`config.mk`:
```
export PLATFORM = sky130hd
export DESIGN_NAME = ysyx_23060184_lsu
export DESIGN_NICKNAME = d
export VERILOG_FILES = /design/src/rtl/ysyx_23060184_lsu.sv
export SDC_FILE = /design/constraint.sdc
export NUM_CORES = 1
export LEC_CHECK = 0
export CAP_MARGIN = 25
export CORE_MARGIN = 2
export CORE_UTILIZATION = 49
export DETAILED_ROUTE_END_ITERATION = 10
export GPL_TIMING_DRIVEN = 0
export PLACE_DENSITY = 0.85
export SKIP_LAST_GASP = 1
export SLEW_MARGIN = 20
export SYNTH_ARGS = -nofsm -noshare
export SYNTH_HDL_FRONTEND = slang
export SYNTH_SLANG_ARGS = --single-unit
```
`constraint.sdc`:
```
create_clock -name clk -period 4.97 [get_ports clk]
set_input_delay 1.2425 -clock clk [delete_from_list [all_inputs] [get_ports clk]]
set_output_delay 1.2425 -clock clk [all_outputs]
set_load 0.01 [all_outputs]
```
`src/rtl/ysyx_23060184_lsu.sv`:
```
// Load/store unit: accepts one instruction from execute, runs at most one
// memory transaction on a valid/ready request channel, formats load data and
// presents the result to writeback. Non-memory instructions pass straight to DONE.
module ysyx_23060184_lsu #(
  parameter int DATA_WIDTH = 32
) (
  input  logic                  clk,
  input  logic                  rstn,
  input  logic                  Evalid,
  output logic                  Mready,
  input  logic [DATA_WIDTH-1:0] ALUResult,
  input  logic [DATA_WIDTH-1:0] WriteData,
  input  logic                  MemRead,
  input  logic                  MemWrite,
  input  logic [2:0]            MemOp,
  output logic                  mem_req_valid,
  input  logic                  mem_req_ready,
  output logic                  mem_req_wen,
  output logic [DATA_WIDTH-1:0] mem_req_addr,
  output logic [DATA_WIDTH-1:0] mem_req_wdata,
  output logic [3:0]            mem_req_wmask,
  input  logic                  mem_resp_valid,
  input  logic [DATA_WIDTH-1:0] mem_resp_rdata,
  output logic                  Mvalid,
  input  logic                  Wready,
  output logic [DATA_WIDTH-1:0] WbData,
  output logic                  MemErr
);

  typedef enum logic [1:0] {
    IDLE = 2'd0,
    REQ  = 2'd1,
    WAIT = 2'd2,
    DONE = 2'd3
  } state_t;

  state_t state_reg, state_next;

  // Captured instruction
  logic [DATA_WIDTH-1:0] addr_reg;
  logic [DATA_WIDTH-1:0] store_data_reg;
  logic                  mem_read_reg;
  logic                  mem_write_reg;
  logic [2:0]            mem_op_reg;
  logic                  err_reg;
  logic [DATA_WIDTH-1:0] wb_data_reg;

  logic                  accept;
  logic                  in_err;
  logic                  in_is_mem;
  logic [1:0]            off;
  logic [DATA_WIDTH-1:0] store_wdata;
  logic [3:0]            store_wmask;
  logic [DATA_WIDTH-1:0] load_shifted;
  logic [DATA_WIDTH-1:0] load_data;

  assign accept    = (state_reg == IDLE) && Evalid;
  assign in_is_mem = MemRead | MemWrite;
  assign off       = addr_reg[1:0];

  // Classify the incoming instruction: bad funct3, misalignment or read+write
  always_comb begin
    logic bad_op;
    logic misalign;
    bad_op   = (MemOp == 3'b011) || (MemOp[2:1] == 2'b11) ||
               ((MemOp[2:1] == 2'b10) && MemWrite);
    misalign = ((MemOp[1:0] == 2'b01) && ALUResult[0]) ||
               ((MemOp[1:0] == 2'b10) && (ALUResult[1:0] != 2'b00));
    in_err   = (MemRead & MemWrite) | (in_is_mem & (bad_op | misalign));
  end

  // Store lane placement: replicate data across lanes, enable the addressed bytes
  always_comb begin
    store_wdata = store_data_reg;
    store_wmask = 4'b0000;
    if (mem_write_reg) begin
      case (mem_op_reg[1:0])
        2'b00: begin
          store_wdata = {4{store_data_reg[7:0]}};
          store_wmask = 4'b0001 << off;
        end
        2'b01: begin
          store_wdata = {2{store_data_reg[15:0]}};
          store_wmask = 4'b0011 << off;
        end
        default: begin
          store_wdata = store_data_reg;
          store_wmask = 4'b1111;
        end
      endcase
    end
  end

  // Load formatting: bring the addressed lane down, then sign/zero extend
  always_comb begin
    load_shifted = mem_resp_rdata >> {off, 3'b000};
    case (mem_op_reg)
      3'b000:  load_data = {{24{load_shifted[7]}}, load_shifted[7:0]};
      3'b100:  load_data = {24'd0, load_shifted[7:0]};
      3'b001:  load_data = {{16{load_shifted[15]}}, load_shifted[15:0]};
      3'b101:  load_data = {16'd0, load_shifted[15:0]};
      default: load_data = mem_resp_rdata;
    endcase
  end

  // Next-state logic for the single-transaction sequencer
  always_comb begin
    state_next = state_reg;
    case (state_reg)
      IDLE: begin
        if (Evalid) begin
          if (!in_is_mem || in_err) state_next = DONE;
          else                      state_next = REQ;
        end
      end
      REQ:     if (mem_req_ready)  state_next = WAIT;
      WAIT:    if (mem_resp_valid) state_next = DONE;
      DONE:    if (Wready)         state_next = IDLE;
      default: state_next = IDLE;
    endcase
  end

  // State register
  always_ff @(posedge clk or negedge rstn) begin
    if (!rstn) state_reg <= IDLE;
    else       state_reg <= state_next;
  end

  // Capture the instruction on acceptance; overwrite the result with load data on response
  always_ff @(posedge clk or negedge rstn) begin
    if (!rstn) begin
      addr_reg       <= '0;
      store_data_reg <= '0;
      mem_read_reg   <= 1'b0;
      mem_write_reg  <= 1'b0;
      mem_op_reg     <= 3'b000;
      err_reg        <= 1'b0;
      wb_data_reg    <= '0;
    end else if (accept) begin
      addr_reg       <= ALUResult;
      store_data_reg <= WriteData;
      mem_read_reg   <= MemRead;
      mem_write_reg  <= MemWrite;
      mem_op_reg     <= MemOp;
      err_reg        <= in_err;
      wb_data_reg    <= ALUResult;
    end else if ((state_reg == WAIT) && mem_resp_valid && mem_read_reg) begin
      wb_data_reg    <= load_data;
    end
  end

  // Request fields come from captured registers, so they stay stable in REQ
  assign mem_req_valid = (state_reg == REQ);
  assign mem_req_wen   = mem_write_reg;
  assign mem_req_addr  = {addr_reg[DATA_WIDTH-1:2], 2'b00};
  assign mem_req_wdata = store_wdata;
  assign mem_req_wmask = store_wmask;

  assign Mready = (state_reg == IDLE);
  assign Mvalid = (state_reg == DONE);
  assign WbData = wb_data_reg;
  assign MemErr = err_reg;

endmodule
```
==> flow_summary.yaml <==
cts:
  cts_tree: "yes"
  numCtsBuffers: 9
  cts.clk_slew.worst_paths_ns: 0.07
  cts_resized: 0
  clockBufferDepth: 2
  cts_setup_buffers: 0
  cts.htree.levels: 3
  holdBufCountCts: 0
  root_buffer: "clkbuf_16"
  clkLatencyLatePin_ns: 0.35
  cts_num_sinks: 104
setup_path:
  path_class: "flop to output pin"
  crit_path_max_fanout: 8
  cp.required_ns: 3.73
  cp_slowest_cell: "clkdlybuf4s50_1"
  path_delay_family: "simple AND/OR/NAND/NOR gates"
  crit_buf_inv: 2
  worst_setup_path_start_kind: "flop"
  path_cells: "inv_1 -> nand2_1 -> nor2_2 -> mux2_2 -> clkdlybuf4s50_1"
  worstPathArrival_ns: 2.70
  r2r_slack_ns: 2.67
  endpoint_kind: "output pin"
  cpPeakStageDelay_ns: 0.49
  startpoint: "mem_op_reg[1]$_DFFE_PN0P_"
  rr_startpoint: "state_reg[0]$_DFFE_PN0P_"
cells_and_area:
  synthToLayoutAreaGrowth_pct: 45.11
  layout_common_cells: "nand2_1 (228), clkdlybuf4s50_1 (208), dfrtp_1 (104)"
  utilization_pct: 72.75
  diodes: 0
  drive_gt1_share_pct: 13.26
  nets: 983
  final_common_cell: "nand2_1"
grt:
  antenna_found_initial: 0
  grt_pass1_vias: 5743
  grt.overflow.total: 0
  grt_max_degree: 54
  grt_usage_pct: 29.54
  grt_pass1_wl_microns: 29530
synthesis:
  ys_ff_latch: 104
  synth_ff_type: "dfrtp_1"
  synth_edf_count: 0
  synth_area_sq_um: 5724
  ys_types: 44
  synth-seq-area-share_pct: 45.46
  yosys_warnings: 0
  avgSynthCellArea_sq_um: 8.820
  async_flop_share_pct: 100.0
  synthCells: 649
timing:
  clock.fmax_ghz: 0.2538
  rsz0062_at_grt: "false"
  finClkSkew_ns: 0.007434
  setup_slack_ns: 1.030
  fin_crit_sh_pct: 79.28
  tightestPinTransition_ns: 0.6673
  setup_viol: 0
  slew_viol_final: 0
  hold_viol_final: 0
  period_needed_ns: 3.940
  hold_slack_ns: 0.4792
  relSlewSlack_pct: 55.51
min_path:
  min_path_type: "flop to flop"
  min_from: "store_data_reg[16]$_DFFE_PN0P_"
drt:
  antenna_left: 0
  wl_per_cell_microns: 18.14
  drc: 0
  drt_pass1_iterations: 5
  drt-initial-drc-count: 476
  viasPerCell: 5.523
  drt-total-wl_microns: 18470
  num_vias: 5622
die:
  io_pins: 212
  die_y_microns: 112.1
  dieArea_sq_um: 12560
  fp-row-count: 39
  core_area_sq_um: 11420
  die_x_microns: 112.1
  initial_utilization_pct: 50.13
placement:
  port-buffer-count: 209
  gp_congestion: 0.8790
  dpl.hpwl_microns: 14170
  pre_cts_ws_ns: 1.465
status:
  status: "complete, no violations"
power_and_ir_drop:
  power.density_nw_per_um2: 628.0
  ir_drop_uv: 420.5
  power.leakage_uw: 0.003876
job:
  maxCapViolCount: 0
==> Yosys cell counts, drive strengths merged (5+ instances only) <==
cell type / instances / area (sq um)
o211ai: 8 / 100.1
buf: 59 / 411.7
nand2b: 10 / 62.56
inv: 8 / 30.03
o21ai: 14 / 70.07
and3: 17 / 106.4
nor2: 18 / 70.07
a21oi: 45 / 225.2
mux2i: 19 / 190.2
o221ai: 23 / 264.0
mux2: 17 / 195.2
clkbuf: 25 / 95.09
ha: 5 / 62.56
nand2: 228 / 855.8
o22ai: 10 / 62.56
dfrtp: 104 / 2603
nor2b: 11 / 68.82
a2bb2oi: 9 / 102.6
==> metal layers <==
| metal | part of all wire [%] | track usage [%] |
|---|---|---|
| met4 | 3.2 | 11.79 |
| met3 | 8.6 | 6.911 |
| met1 | 39 | 36.83 |
| met5 | 0 | 0 |
| met2 | 49 | 49.92 |
==> path summary, 6_finish.rpt <==
kind                                                  end  depth (start not counted)
max reg2reg                      addr_reg[12]$_DFFE_PN0P_                          7
max                                     mem_req_wdata[15]                          5
min                        store_data_reg[16]$_DFFE_PN0P_                          2
min reg2reg                store_data_reg[16]$_DFFE_PN0P_                          2
max in group asynchronous          WbData[14]$_DFFE_PN0P_                          2
min in group asynchronous   store_data_reg[0]$_DFFE_PN0P_                          1
==> cell type report <==
type / count / area (sq um)
fillers: 891 / 3112
flip-flops and latches: 104 / 2603
multi-input cells: 454 / 2589
repair buffers: 210 / 2121
plain buffers: 84 / 506.7
clock buffers: 9 / 225.2
well taps: 143 / 178.9
clock inverters: 6 / 53.80
inverters: 8 / 30.03
==> cell families after synthesis <==
group           count (synthesis)  synth area share, %
buf+inv                        92                9.377
other cells                     1              0.06551
compound gates                119                16.04
fa+ha+maj                       5                1.093
mux                            36                6.732
simple gates                  292                21.22
flops                         104                45.46
==> per-stage QoR <==
stage | instance area, sq um | TNS [ns] | std cells | power, uW
after global routing | 8307 | 0 | 1018 | 5543
after detailed placement | 8028 | 0 | 1003 | 4523
after floorplan | 5728 | 0 | 650 | 3143
final | 8307 | 0 | 1018 | 5216
after global placement | 7999 | -111.85 | 1002 | 4426
after CTS | 8307 | 0 | 1018 | 5216
==> tightest hold or removal path, cell delays in order, from the launching register on <==
cell,delay (ns)
dfrtp_1,0.34
nand2_1,0.05
nand2_1,0.06
==> power breakdown <==
part	internal (uW)	switching, uW
Sequential	1240	283
Combinational	1580	1430
Clock	346	337
No activity file was read; power rests on OpenSTA's default activity.
